===== config.mk =====
export PLATFORM = sky130hd
export DESIGN_NAME = acl2_poll_sequencer
export DESIGN_NICKNAME = d
export VERILOG_FILES = /design/src/rtl/acl2_pkg.sv /design/src/rtl/txn_timer.sv /design/src/rtl/acl2_poll_sequencer.sv
export SDC_FILE = /design/constraint.sdc
export NUM_CORES = 1
export LEC_CHECK = 0
export ABC_AREA = 1
export CORE_ASPECT_RATIO = 2
export CORE_MARGIN = 2
export CORE_UTILIZATION = 50
export CTS_CLUSTER_SIZE = 12
export DETAILED_ROUTE_END_ITERATION = 12
export PLACE_DENSITY = 0.8
export REMOVE_ABC_BUFFERS = 1
export SLEW_MARGIN = 20
export SYNTH_ARGS = -nofsm -noshare
export SYNTH_HDL_FRONTEND = slang
export SYNTH_SLANG_ARGS = --single-unit
export TNS_END_PERCENT = 30

===== constraint.sdc =====
create_clock -name CLK -period 4.91 [get_ports CLK]
set_clock_uncertainty 0.05 [all_clocks]
set_input_delay 0.7365 -clock CLK [delete_from_list [all_inputs] [get_ports CLK]]
set_output_delay 0.7365 -clock CLK [all_outputs]
set_load 0.05 [all_outputs]

===== src/rtl/acl2_pkg.sv =====
// rtl/acl2_pkg.sv - state encoding, ADXL362 register map and request field helpers
package acl2_pkg;

    typedef enum logic [2:0] {
        ST_BOOT,
        ST_ID_RD,
        ST_CFG_WR,
        ST_POLL_WAIT,
        ST_RD_X,
        ST_RD_Y,
        ST_RD_Z,
        ST_ERR_HOLD
    } state_t;

    localparam logic [7:0] CMD_WR    = 8'h0A;
    localparam logic [7:0] CMD_RD    = 8'h0B;
    localparam logic [7:0] DEVID     = 8'h00;
    localparam logic [7:0] XDATA     = 8'h08;
    localparam logic [7:0] YDATA     = 8'h09;
    localparam logic [7:0] ZDATA     = 8'h0A;
    localparam logic [7:0] POWER_CTL = 8'h2D;
    localparam logic [7:0] DEVID_VAL = 8'hAD;
    localparam logic [7:0] MEAS_MODE = 8'h02;

    function automatic logic [7:0] req_cmd(input state_t s);
        return (s == ST_CFG_WR) ? CMD_WR : CMD_RD;
    endfunction

    function automatic logic [7:0] req_addr(input state_t s);
        case (s)
            ST_CFG_WR: return POWER_CTL;
            ST_RD_X:   return XDATA;
            ST_RD_Y:   return YDATA;
            ST_RD_Z:   return ZDATA;
            default:   return DEVID;
        endcase
    endfunction

    function automatic logic [7:0] req_wdata(input state_t s);
        return (s == ST_CFG_WR) ? MEAS_MODE : 8'h00;
    endfunction

endpackage


===== src/rtl/txn_timer.sv =====
// rtl/txn_timer.sv - loadable down-counter that parks at zero and flags it
module txn_timer #(
    parameter int W = 8
) (
    input  logic         clk,
    input  logic         rst,
    input  logic [W-1:0] rst_val,
    input  logic         load,
    input  logic [W-1:0] load_val,
    input  logic         en,
    output logic         zero
);

    logic [W-1:0] cnt;

    always_ff @(posedge clk) begin
        if (rst) begin
            cnt <= rst_val;
        end else if (load) begin
            cnt <= load_val;
        end else if (en && cnt != '0) begin
            cnt <= cnt - W'(1);
        end
    end

    assign zero = (cnt == '0);

endmodule


===== src/rtl/acl2_poll_sequencer.sv =====
// rtl/acl2_poll_sequencer.sv - ADXL362 bring-up and periodic X/Y/Z poll over a byte-transaction SPI engine
module acl2_poll_sequencer
    import acl2_pkg::*;
#(
    parameter int BOOT_WAIT   = 625000,
    parameter int POLL_PERIOD = 1250000,
    parameter int TXN_TIMEOUT = 4096,
    parameter int RETRY_WAIT  = 125000
) (
    input  logic       CLK,
    input  logic       RESET,
    input  logic [1:0] DISP_SEL,
    output logic       TXN_REQ,
    output logic       TXN_RW,
    output logic [7:0] TXN_ADDR,
    output logic [7:0] TXN_WDATA,
    input  logic       TXN_DONE,
    input  logic [7:0] TXN_RDATA,
    output logic [7:0] X_DATA,
    output logic [7:0] Y_DATA,
    output logic [7:0] Z_DATA,
    output logic       SAMPLE_VALID,
    output logic [7:0] DATA_OUT,
    output logic       ERROR,
    output logic [3:0] ERR_COUNT
);

    localparam int WAIT_MAX = (BOOT_WAIT > POLL_PERIOD)
        ? ((BOOT_WAIT > RETRY_WAIT) ? BOOT_WAIT : RETRY_WAIT)
        : ((POLL_PERIOD > RETRY_WAIT) ? POLL_PERIOD : RETRY_WAIT);
    localparam int WAIT_W = $clog2(WAIT_MAX + 1);
    localparam int TO_W   = $clog2(TXN_TIMEOUT + 1);

    localparam logic [WAIT_W-1:0] BOOT_LD   = WAIT_W'(BOOT_WAIT - 1);
    localparam logic [WAIT_W-1:0] PERIOD_LD = WAIT_W'(POLL_PERIOD - 1);
    localparam logic [WAIT_W-1:0] RETRY_LD  = WAIT_W'(RETRY_WAIT - 1);
    localparam logic [TO_W-1:0]   TO_LD     = TO_W'(TXN_TIMEOUT - 1);

    state_t              state;
    state_t              issue_st;
    logic                issue;
    logic                done_ok;
    logic                to_fire;
    logic                bad_id;
    logic                err_event;
    logic                wait_zero;
    logic                to_zero;
    logic                wait_load;
    logic [WAIT_W-1:0]   wait_val;

    // One timer serves boot, poll period and retry; the period keeps running through the burst.
    txn_timer #(.W(WAIT_W)) u_wait_timer (
        .clk      (CLK),
        .rst      (RESET),
        .rst_val  (BOOT_LD),
        .load     (wait_load),
        .load_val (wait_val),
        .en       (1'b1),
        .zero     (wait_zero)
    );

    // Held at TXN_TIMEOUT-1 while idle so the first request cycle starts the full budget.
    txn_timer #(.W(TO_W)) u_req_timer (
        .clk      (CLK),
        .rst      (RESET),
        .rst_val  (TO_LD),
        .load     (!TXN_REQ),
        .load_val (TO_LD),
        .en       (TXN_REQ),
        .zero     (to_zero)
    );

    always_comb begin
        done_ok   = TXN_REQ && TXN_DONE;
        to_fire   = TXN_REQ && !TXN_DONE && to_zero;
        bad_id    = done_ok && (state == ST_ID_RD) && (TXN_RDATA != DEVID_VAL);
        err_event = to_fire || bad_id;
        wait_load = 1'b0;
        wait_val  = PERIOD_LD;
        issue     = 1'b0;
        issue_st  = state;
        if (err_event) begin
            wait_load = 1'b1;
            wait_val  = RETRY_LD;
        end else if (done_ok && (state == ST_CFG_WR || (state == ST_RD_Z && wait_zero))) begin
            wait_load = 1'b1;
        end
        case (state)
            ST_BOOT, ST_ERR_HOLD: begin
                if (wait_zero) begin
                    issue    = 1'b1;
                    issue_st = ST_ID_RD;
                end
            end
            ST_POLL_WAIT: begin
                if (wait_zero) begin
                    issue     = 1'b1;
                    issue_st  = ST_RD_X;
                    wait_load = 1'b1;
                end
            end
            default: begin
                // Request states re-raise only after the one-cycle low gap following DONE.
                if (!TXN_REQ) issue = 1'b1;
            end
        endcase
    end

    always_ff @(posedge CLK) begin
        if (RESET) begin
            state        <= ST_BOOT;
            TXN_REQ      <= 1'b0;
            TXN_RW       <= 1'b0;
            TXN_ADDR     <= 8'h00;
            TXN_WDATA    <= 8'h00;
            X_DATA       <= 8'h00;
            Y_DATA       <= 8'h00;
            Z_DATA       <= 8'h00;
            SAMPLE_VALID <= 1'b0;
            DATA_OUT     <= 8'h00;
            ERROR        <= 1'b0;
            ERR_COUNT    <= 4'h0;
        end else begin
            SAMPLE_VALID <= 1'b0;
            case (DISP_SEL)
                2'd0: DATA_OUT <= X_DATA;
                2'd1: DATA_OUT <= Y_DATA;
                2'd2: DATA_OUT <= Z_DATA;
                2'd3: DATA_OUT <= {ERROR, 3'b000, ERR_COUNT};
            endcase
            if (issue) begin
                state     <= issue_st;
                TXN_REQ   <= 1'b1;
                TXN_RW    <= (req_cmd(issue_st) == CMD_RD);
                TXN_ADDR  <= req_addr(issue_st);
                TXN_WDATA <= req_wdata(issue_st);
                ERROR     <= 1'b0;
            end else if (err_event) begin
                TXN_REQ <= 1'b0;
                state   <= ST_ERR_HOLD;
                ERROR   <= 1'b1;
                if (ERR_COUNT != 4'hF) ERR_COUNT <= ERR_COUNT + 4'd1;
            end else if (done_ok) begin
                TXN_REQ <= 1'b0;
                case (state)
                    ST_ID_RD:  state <= ST_CFG_WR;
                    ST_CFG_WR: state <= ST_POLL_WAIT;
                    ST_RD_X: begin
                        X_DATA <= TXN_RDATA;
                        state  <= ST_RD_Y;
                    end
                    ST_RD_Y: begin
                        Y_DATA <= TXN_RDATA;
                        state  <= ST_RD_Z;
                    end
                    ST_RD_Z: begin
                        Z_DATA       <= TXN_RDATA;
                        SAMPLE_VALID <= 1'b1;
                        state        <= wait_zero ? ST_RD_X : ST_POLL_WAIT;
                    end
                    default: state <= state;
                endcase
            end
        end
    end

endmodule


# Word-level counts from Yosys, hierarchy flattened
# Cells that the tools add are included.
# word_totals
register_bits	93
latch_bits	0
ramBits	0
rom_bits	0
input_bits	13
output_inout_bits	56
word_cells	94
mem_count	0
# op_classes
add_sub_neg	3
multipliers	0
n_div	0
order_cmp	0
n_eq_ne	17
shifts	0
muxes	26
bitwise_logic	4
n_reduce_logical	30
# op_table
op	count
21-bit two-way mux	3
8-bit case mux with 4 select lines	1
6-bit case mux with 4 select lines	1
3-bit equality test (second input constant)	7
21-bit logical NOT	1
21-bit nonzero test	1
21-bit by 1-bit subtractor with 21-bit output (second input constant)	1
3-bit two-way mux	6
3-bit case mux with 5 select lines	1
13-bit logical NOT	1
13-bit nonzero test	1
13-bit by 1-bit subtractor with 13-bit output (second input constant)	1
1-bit two-way mux	12
4-bit AND reduction	3
3-bit by 2-bit equality test with 1-bit output (second input constant)	3
1-bit logical AND	8
8-bit inequality test (second input constant)	1
7-bit nonzero test	1
3-bit case mux with 2 select lines	1
2-bit OR reduction	3
4-bit by 1-bit adder with 4-bit output (second input constant)	1
2-bit equality test (second input constant)	2
4-bit equality test (second input constant)	1
4-bit inequality test (second input constant)	1
other kinds (14)	18

# Depth between registers and ports, before layout
# Gate-level depths: netlist of run 1.
# depth
word_depth	9
mapped_depth	13
ltp_nobuf	12

# Cells and area by module
# Synthesis of run 1 repeated with hierarchy kept, for this count alone.
# hier_totals
hier_cells	716
hier_area_um2	4996.0
# modules_own_cells
module	instances	cells_per_inst	area_per_inst_um2	seq_area_each_um2
acl2_poll_sequencer	1	312	2263.4	940.9
txn_timer (u_wait_timer)	1	252	1712.9	630.6
txn_timer (u_req_timer)	1	152	1019.7	390.4

# Least setup slack after synthesis of run 1
# No wires, ideal clock.
# synth_path
kind	register to register
start	register TXN_REQ
end	register ERR_COUNT[0]
setup_ns	0.132
t_arrival_ns	1.729
t_required_ns	4.728
path_slack_ns	2.998
path_stages_with_launch	10
n_path_buf	0
synth_period_minus_slack_ns	1.912
path_cell_list	dfxtp_1 -> nand2_1 -> nor3_1 -> nand2_1 -> nand2_2 -> inv_2 -> nor2_2 -> nand2_1 -> nand2_1 -> a21oi_1
# synth_via
elab_chain_cells	5
elab_cells_between_ends	10
classes_between	mux: 2; bitwise: 1; reduce/logical: 7
# synth_rtl
element	line	text
start: declaration	acl2_poll_sequencer.sv:13	output logic TXN_REQ,
start signal: assignment	acl2_poll_sequencer.sv:112	TXN_REQ <= 1'b0;
start signal: assignment	acl2_poll_sequencer.sv:133	TXN_REQ <= 1'b1;
start signal: assignment	acl2_poll_sequencer.sv:139	TXN_REQ <= 1'b0;
1-bit logical AND	acl2_poll_sequencer.sv:74	done_ok = TXN_REQ && TXN_DONE;
1-bit logical AND (2 in series)	acl2_poll_sequencer.sv:76	bad_id = done_ok && (state == ST_ID_RD) && (TXN_RDATA != DEVID_VAL);
1-bit logical OR	acl2_poll_sequencer.sv:77	err_event = to_fire || bad_id;
3-bit AND reduction (no line) *	-	
end signal: assignment	acl2_poll_sequencer.sv:142	if (ERR_COUNT != 4'hF) ERR_COUNT <= ERR_COUNT + 4'd1;
end: declaration	acl2_poll_sequencer.sv:25	output logic [3:0] ERR_COUNT
# Every way passes the cells marked *; elsewhere a longest branch is shown, timed or not.
# A chain may end at the register's enable or synchronous reset.

# Final worst setup path of run 1
# layout_path
start	input port RESET
end	register u_req_timer.cnt[2]
# layout_via
elab_chain_cells	1
# layout_rtl
element	line	text
start: declaration	acl2_poll_sequencer.sv:11	input logic RESET,
2-bit OR reduction (no line)	-	
end signal: assignment	txn_timer.sv:18	cnt <= rst_val;
end signal: assignment	txn_timer.sv:20	cnt <= load_val;
end signal: assignment	txn_timer.sv:22	cnt <= cnt - W'(1);
end: declaration	txn_timer.sv:14	logic [W-1:0] cnt;
# Every way passes these cells.

==> metrics.cfg, run 1 <==
[cells_and_area]
areaGrowthSynthToFinish_pct=21.2
nNetsFinal=653
layout_commonest_cell=nand2_1
drive_gt1_share_pct=7.18
mostFrequentLayoutCells=143 x nand2_1, 95 x nor2_1, 81 x dfxtp_1
nFillCells=716
diodes=0
fin_area_um2=4910
utilization_pct=62.3

[yosys]
yosysTopAreaCellShare_pct=40.0
ys_seq_elements=81
synth_cell_types=37
syn_inst=583
syn_area_per_cell_um2=6.95
synthTopCellsByArea=dfxtp_1 40%, nand2_1 13%, nor2_1 8.8%
synth_top_area_cell=dfxtp_1
synth_area_um2=4050
yosys_warnings=0
yosysSeqAreaShare_pct=40.0

[floorplan]
die_area_um2=8890
rows=46
start_util_pct=51.4
die_w_um=67.7
pin_count=69
dieHeight_um=131
core_um2=7890

[sta]
hold-worst-slack_ns=0.436
post-route-period-util_pct=54.8
final_hold_viol_count=0
fmax_ghz=0.372
setup_viol=0
timing.final.max_slew_violations=0
relSlewSlack_pct=32.2
layout_min_cycle_time_ns=2.69
tightest_slew_ns=1.02
setup_tns_ns=0
rsz0062_at_grt=no

[grt]
antenna_found_initial=0
grt_usage_pct=26.4
overflow=0
grt_first_pass_wirelength_mm=17.9
grt_pass1_vias=3934
grt_max_degree=36

[cts]
clkSlewWorstSetupHoldPaths_ns=0.07
clock_path_buffers=2
cts_max_level=3
cts_hold_buf=0
root_buffer=clkbuf_16
post_cts_buffers=0
clk_latency_ns=0.35
clock-sinks=81
cts_buffers=9
cts_resized=0
cts_tree=yes

[worst_setup_path]
crit_type=input pin to flop
critPathArrivalTime_ns=2.86
crit_required_ns=5.08
endpoint_kind=flop
start_kind=input pin
path_delay_family=buffers and inverters
reg2reg_to=ERR_COUNT[3]$_SDFFE_PP0P_
r2r_slack_ns=2.28
timing.rr.start=u_wait_timer.cnt[0]$_SDFFE_PP1P_
cp-startpoint=RESET
path_max_fanout=19
crit_chain=clkdlybuf4s50_1 -> buf_4 -> nor2_1 -> a21boi_0 -> o21ai_0
slowest_stage=clkdlybuf4s50_1
worstRegToRegCells=10
cpPeakStageDelay_ns=0.72
crit_buf_inv=2

[detailed_routing]
drtIter0Drc=302
route.detailed.drc=0
drt-wirelength-per-cell_um=15.1
vias_per_cell=5.59
drt.antenna.violating_nets=0
vias=4123
totalWireLength_mm=11.1
firstDrtPassIters=5

[placement]
hpwl_mm=8.29
gp_congestion=0.976
numPortBuffers=58
dpl_cell_area_um2=4630

[run]
drv_cap=0

[min_path]
min_from=TXN_ADDR[0]$_SDFFE_PP0P_
holdCritPathClass=flop to flop
whs_path_depth=2
hold_end=TXN_ADDR[0]$_SDFFE_PP0P_

[pwr]
ir_drop_v=0.000267
leakage_nw=1.95
powerDensity_nw_per_um2=278

[run_status]
run_status=completed

## metal layers
layer	part of all wire (%)	wire length, µm	vias to the layer above	global-route usage, %
met4	5.1	571	0	16.7
met1	35	3940	1916	26.7
met5	0	0	-	0
met2	54	6020	179	46.6
li1	-	-	1981	-
met3	5.3	591	47	5.22
## how the worst max path moves through the flow
| stage | cells past startpoint | endpoint | slack [ns] |
|---|---|---|---|
| 5_1_grt | 10 | ERR_COUNT[1]$_SDFFE_PP0P_ | 2.01 |
| 4_1_cts | 5 | u_req_timer.cnt[2]$_SDFFE_PP1P_ | 2.28 |
| 2_1_floorplan | 0 | TXN_ADDR[2] | 2.88 |
| 3_5_place_dp | 5 | u_req_timer.cnt[4]$_SDFFE_PP1P_ | 1.91 |
| 6_report | 5 | u_req_timer.cnt[2]$_SDFFE_PP1P_ | 2.22 |
| 3_3_place_gp | 5 | u_req_timer.cnt[4]$_SDFFE_PP1P_ | 1.97 |
## registers in the layout, summed over array words and instances (netlist names), 3 cells and up
register,flops
Y_DATA,8
X_DATA,8
Z_DATA,8
state,3
TXN_ADDR,3
ERR_COUNT,4
u_wait_timer.cnt,21
u_req_timer.cnt,13
DATA_OUT,8
## power breakdown
| group | switching (mW) | internal (mW) |
|---|---|---|
| clock network | 0.285 | 0.361 |
| logic | 0.0429 | 0.0156 |
| registers | 0.00136 | 0.659 |
## worst min-delay path, cell delays in order, from the launching register on
cell	delay, ns
dfxtp_1	0.32
nand2_1	0.06
a21oi_1	0.05
## cell usage after synthesis (all sizes together)
cell and count:
a41oi 4, clkbuf 9, ha 4, inv 44, nor3 7, xor2 8
nand2 149, o21ai 37, nand4 10, nand3b 2, a21boi 3, nand3 54
buf 17, nor2 106, or2 2, a221oi 1, o2111ai 1, dfxtp 81
clkinv 1, o211ai 5, nor4 3, xnor2 6, conb 1, a21oi 28
## cell type report
class / instances / area (µm²) / share of cell area, %
clock buffers: 10 / 239 / 4.86
multi-input cells: 440 / 2130 / 43.3
repair buffers: 59 / 588 / 12.0
well taps: 96 / 120 / 2.44
inverters: 45 / 169 / 3.44
clock inverters: 6 / 50.0 / 1.02
flip-flops and latches: 81 / 1620 / 33.0
## logic make-up (layout without fill, tap and decap cells)
group | count (synthesis) | after routing | share of synthesized area (%)
flops | 81 | 81 | 40.0
other cells | 1 | 10 | 0.0925
buf+inv | 71 | 120 | 8.36
xor+xnor | 14 | 14 | 3.02
compound gates | 79 | 79 | 10.9
fa+ha+maj | 4 | 4 | 1.23
simple gates | 333 | 333 | 36.4
## per-stage QoR
step	setup slack [ns]	power, mW	instances
after floorplan	2.88	0.708	566
after global placement	1.97	0.732	721
after detailed placement	1.91	0.733	721
after CTS	2.28	1.37	737
after global routing	2.01	1.40	737
final	2.22	1.37	737
Power figures use the tool's default switching activity.
==> run 2, diff against run 1 <==
==> constraint.sdc (replaced) <==
create_clock -name CLK -period 2.73 [get_ports CLK]
set_clock_uncertainty 0.05 [all_clocks]
set_input_delay 0.4095 -clock CLK [delete_from_list [all_inputs] [get_ports CLK]]
set_output_delay 0.4095 -clock CLK [all_outputs]
set_load 0.05 [all_outputs]
==> run 2 against run 1 <==
  * Critical endpoint is now ERR_COUNT[0]$_SDFFE_PP0P_
  * Non-clock buffer count up 8
  * Combinational power up 81%
  * Sequential cell count unchanged
  * Worst setup slack worse by 1.7 ns
==> metrics.cfg, run 2 (synthesis gave the netlist of run 1 again) <==
[worst_setup_path]
path_max_fanout=8
crit_type=flop to flop
critPathArrivalTime_ns=2.39
cpPeakStageDelay_ns=0.31
endpoint_kind=flop
start_kind=flop
slowest_stage=dfxtp_1
cp-startpoint=u_wait_timer.cnt[0]$_SDFFE_PP1P_
crit_chain=inv_1 -> ha_1 -> nand2_2 -> nor2_2 -> nand3_2 -> a21boi_2 -> buf_4 -> nor2_2 -> nand2_1 -> nand2_1 -> a21oi_1
crit_required_ns=2.95
timing.rr.start=u_wait_timer.cnt[0]$_SDFFE_PP1P_

[detailed_routing]
highest_layer=met4
firstDrtPassIters=5
wl_met3_um=586
met1_length_mm=3.98
drtIter0Drc=258
drt-wirelength-per-cell_um=15.0
vias_per_cell=5.48
totalWireLength_mm=11.2
dr_wl_met2_mm=6.03
vias=4082
route.detailed.drc=0
drt.antenna.violating_nets=0

[cells_and_area]
nNetsFinal=661
drive_gt1_share_pct=8.17
largest_reg_flops=21
mostFrequentLayoutCells=143 x nand2_1, 95 x nor2_1, 81 x dfxtp_1
largestRegisters=u_wait_timer.cnt x21, u_req_timer.cnt x13
areaGrowthSynthToFinish_pct=22.3
diodes=0
regMostFlops=u_wait_timer.cnt
layout_commonest_cell=nand2_1

[sta]
worst_slack_ns=0.552
post-route-period-util_pct=79.8
tightest_slew_ns=0.644
setup_viol=0
fmax_ghz=0.459
rsz0062_at_grt=no
timing.final.max_slew_violations=0
final_hold_viol_count=0
layout_min_cycle_time_ns=2.18
relSlewSlack_pct=56.9
setup_tns_ns=0

[floorplan]
start_util_pct=51.4
dieHeight_um=131
rows=46
die_w_um=67.7
pin_count=69
die_area_um2=8890
core_um2=7890

[cts]
cts_tree=yes
root_buffer=clkbuf_16
cts_max_level=3
cts_hold_buf=0
clock_path_buffers=2
post_cts_buffers=0
cts_buffers=9
clk_latency_ns=0.34
cts_resized=0
clock-sinks=81
clkSlewWorstSetupHoldPaths_ns=0.06

[grt]
grt_first_pass_wirelength_mm=18.3
grt_max_degree=33
grt_pass1_vias=3971
overflow=0
antenna_found_initial=0
grt_usage_pct=26.7

[pwr]
leakage_nw=1.98
ir_drop_v=0.000473
powerDensity_nw_per_um2=485

[placement]
hpwl_mm=8.46
gp_congestion=0.930
preCtsSetupSlack_ns=0.328
numPortBuffers=58

[run_status]
run_status=completed

[run]
drv_cap=0

[min_path]
holdCritPathClass=flop to flop
min_from=X_DATA[5]$_SDFFE_PP0P_

run 2: cell count changes in the layout (fill, tap and decap cells not counted):
cell / before / now
buf_4: 1 / 9
clkinv_4: 2 / 0
clkinvlp_4: 2 / 4
clkbuf_1: 0 / 1
clkbuf_8: 1 / 0
clkinv_2: 0 / 1
inv_6: 2 / 1
run 2: worst max-delay path: cells and delay by family, from the launching register on:
family	cells	cell delay, ns
simple gates	6	0.69
compound gates	2	0.44
buf+inv	2	0.34
flops	1	0.31
fa+ha+maj	1	0.26
run 2: path summary, 6_finish.rpt:
kind	endpoint	cells past startpoint	slack [ns]
setup / recovery	ERR_COUNT[0]$_SDFFE_PP0P_	11	0.55
hold / removal	X_DATA[5]$_SDFFE_PP0P_	2	0.44
setup reg to reg	ERR_COUNT[0]$_SDFFE_PP0P_	11	0.55
hold reg to reg	X_DATA[5]$_SDFFE_PP0P_	2	0.44
run 2: cell type report:
type                            instances  area, µm²
Tap cell                               96        120
Timing Repair Buffer                   67        648
Clock buffer                           10        229
Multi-Input combinational cell        440       2130
Clock inverter                          6       43.8
Sequential cell                        81       1620
Inverter                               45        169
Fill cell                             706       2930
run 2: per-stage QoR:
step / util, % / instances / hold WS, ns / total power, mW / cell area [µm²]
floorplan: - / 566 / 0.392 / 1.27 / 3920
CTS: 62.9 / 745 / 0.436 / 2.42 / 4960
global placement: 59.4 / 729 / 0.409 / 1.32 / 4690
finish: 62.9 / 745 / 0.436 / 2.40 / 4960
detailed placement: 59.4 / 729 / 0.420 / 1.32 / 4690
global route: 62.9 / 745 / 0.457 / 2.48 / 4960
run 2: layer usage:
| metal | vias up | GRT usage, % |
|---|---|---|
| li1 | 1999 | - |
| met1 | 1864 | 28.4 |
| met2 | 171 | 46.5 |
| met3 | 48 | 5.22 |
| met4 | 0 | 15.1 |
| met5 | - | 0 |
run 2: power breakdown:
group	total, mW	internal [mW]	switching, mW
clock network	1.11	0.617	0.493
logic	0.106	0.0289	0.0767
registers	1.19	1.19	0.00243
total	2.40	1.83	0.572
==> run 3, diff against run 2 <==
==> constraint.sdc (replaced) <==
create_clock -name CLK -period 2.2 [get_ports CLK]
set_clock_uncertainty 0.05 [all_clocks]
set_input_delay 0.33 -clock CLK [delete_from_list [all_inputs] [get_ports CLK]]
set_output_delay 0.33 -clock CLK [all_outputs]
set_load 0.05 [all_outputs]
==> run 3 against run 2 <==
  * Non-clock buffer count up 27
  * Worst hold slack worse by 0.015 ns
  * Power increased by 33%
  * Critical path type unchanged
  * Largest power group is now clock
  * Largest cell class unchanged
  * Critical endpoint is now ERR_COUNT[1]$_SDFFE_PP0P_
==> metrics.cfg, run 3 (synthesis gave the netlist of run 1 again) <==
[run_status]
run_status=completed

[worst_setup_path]
slowest_stage=dfxtp_1
critPathArrivalTime_ns=2.24
path_max_fanout=13
start_kind=flop
cpPeakStageDelay_ns=0.32
endpoint_kind=flop
crit_chain=inv_1 -> ha_4 -> nand2_2 -> nor2_4 -> nand3_4 -> a21boi_2 -> buf_4 -> nor2_2 -> nand2_1 -> nand2_1 -> a21oi_1
crit_type=flop to flop
critPathMostFrequentCell=nand2_1
crit_required_ns=2.42

[sta]
fmax_ghz=0.494
layout_min_cycle_time_ns=2.02
hold-worst-slack_ns=0.420
post-route-period-util_pct=91.9
tightest_slew_ns=0.537
setup_viol=0
worst_slack_ns=0.178
relSlewSlack_pct=64.1
timing.final.max_slew_violations=0
final_hold_viol_count=0
rsz0062_at_grt=no

[pwr]
totalPowerFinal_mw=3.21
ir_drop_v=0.000505
leakage_nw=2.14
powerDensity_nw_per_um2=614

[grt]
grt_usage_pct=28.4
grt_pass1_vias=4223
antenna_found_initial=0
grt_max_degree=21
overflow=0
grt_first_pass_wirelength_mm=19.2

[floorplan]
start_util_pct=51.4
core_um2=7890
dieHeight_um=131
rows=46
die_w_um=67.7
die_area_um2=8890
pin_count=69

[detailed_routing]
drt.antenna.violating_nets=0
drtIter0Drc=188
drt-wirelength-per-cell_um=15.5
firstDrtPassIters=4
route.detailed.drc=0
vias=4217
totalWireLength_mm=12.0
vias_per_cell=5.46

[cells_and_area]
regMostFlops=u_wait_timer.cnt
nFillCells=678
layout_commonest_cell=nand2_1
largest_reg_flops=21
nNetsFinal=688
areaGrowthSynthToFinish_pct=28.9
diodes=0
drive_gt1_share_pct=11.8
largestRegisters=u_wait_timer.cnt x21, u_req_timer.cnt x13
utilization_pct=66.3
fin_cells=772
mostFrequentLayoutCells=143 x nand2_1, 95 x nor2_1, 81 x dfxtp_1

[cts]
clock-sinks=81
clock_path_buffers=2
cts_tree=yes
cts_max_level=3
clk_latency_ns=0.34
clkSlewWorstSetupHoldPaths_ns=0.06
root_buffer=clkbuf_16
cts_buffers=9

[min_path]
holdCritPathClass=flop to flop

[placement]
preCtsSetupSlack_ns=-0.119
hpwl_mm=8.97
dpl.cell_count=752
gp_congestion=0.939
numPortBuffers=58

[run]
drv_cap=0

-- run 3: worst max-delay path, delay by kind of cell (launching register included) --
kind | cells | cell delay [ns]
flops | 1 | 0.32
compound gates | 2 | 0.28
fa+ha+maj | 1 | 0.20
buf+inv | 2 | 0.39
simple gates | 6 | 0.71
-- run 3: layout make-up --
cell class | instances | area (µm²) | area share, %
Sequential cell | 81 | 1620 | 31.0
Multi-Input combinational cell | 440 | 2150 | 41.2
Clock buffer | 11 | 233 | 4.45
Clock inverter | 5 | 80.1 | 1.53
Tap cell | 96 | 120 | 2.30
Timing Repair Buffer | 94 | 851 | 16.3
Inverter | 45 | 169 | 3.23
-- run 3: per-layer routing --
| metal | share of wire, % | track usage, % | vias to the layer above |
|---|---|---|---|
| met1 | 35 | 26.7 | 1958 |
| met3 | 4.4 | 7.02 | 54 |
| met4 | 5.2 | 18.7 | 0 |
| li1 | - | - | 2059 |
| met2 | 56 | 50.7 | 146 |
| met5 | 0 | 0 | - |
-- run 3: metrics by stage --
step | instance area, µm² | setup TNS, ns
global route | 5230 | 0
floorplan | 3920 | 0
finish | 5230 | 0
global placement | 4860 | 0
CTS | 5180 | 0
detailed placement | 4860 | -0.255
-- run 3: path summary, 6_finish.rpt --
check	endpoint	slack (ns)	cells past startpoint	startpoint
worst max register to register	ERR_COUNT[1]$_SDFFE_PP0P_	0.18	11	u_wait_timer.cnt[0]$_SDFFE_PP1P_
worst max-delay path	ERR_COUNT[1]$_SDFFE_PP0P_	0.18	11	u_wait_timer.cnt[0]$_SDFFE_PP1P_
worst min-delay path	TXN_ADDR[0]$_SDFFE_PP0P_	0.42	2	TXN_ADDR[0]$_SDFFE_PP0P_
worst min register to register	TXN_ADDR[0]$_SDFFE_PP0P_	0.42	2	TXN_ADDR[0]$_SDFFE_PP0P_
-- run 3: what timing repair did --
item,CTS,global route
endpoints found under the setup margin,8,21
pin swaps,0,0
hold buffers,0,0
setup buffers,0,4
gates resized for setup,1,3
-- run 3: power by group --
| part | switching, mW | internal (mW) |
|---|---|---|
| Sequential | 0.00316 | 1.47 |
| Combinational | 0.103 | 0.0511 |
| Clock | 0.586 | 0.992 |
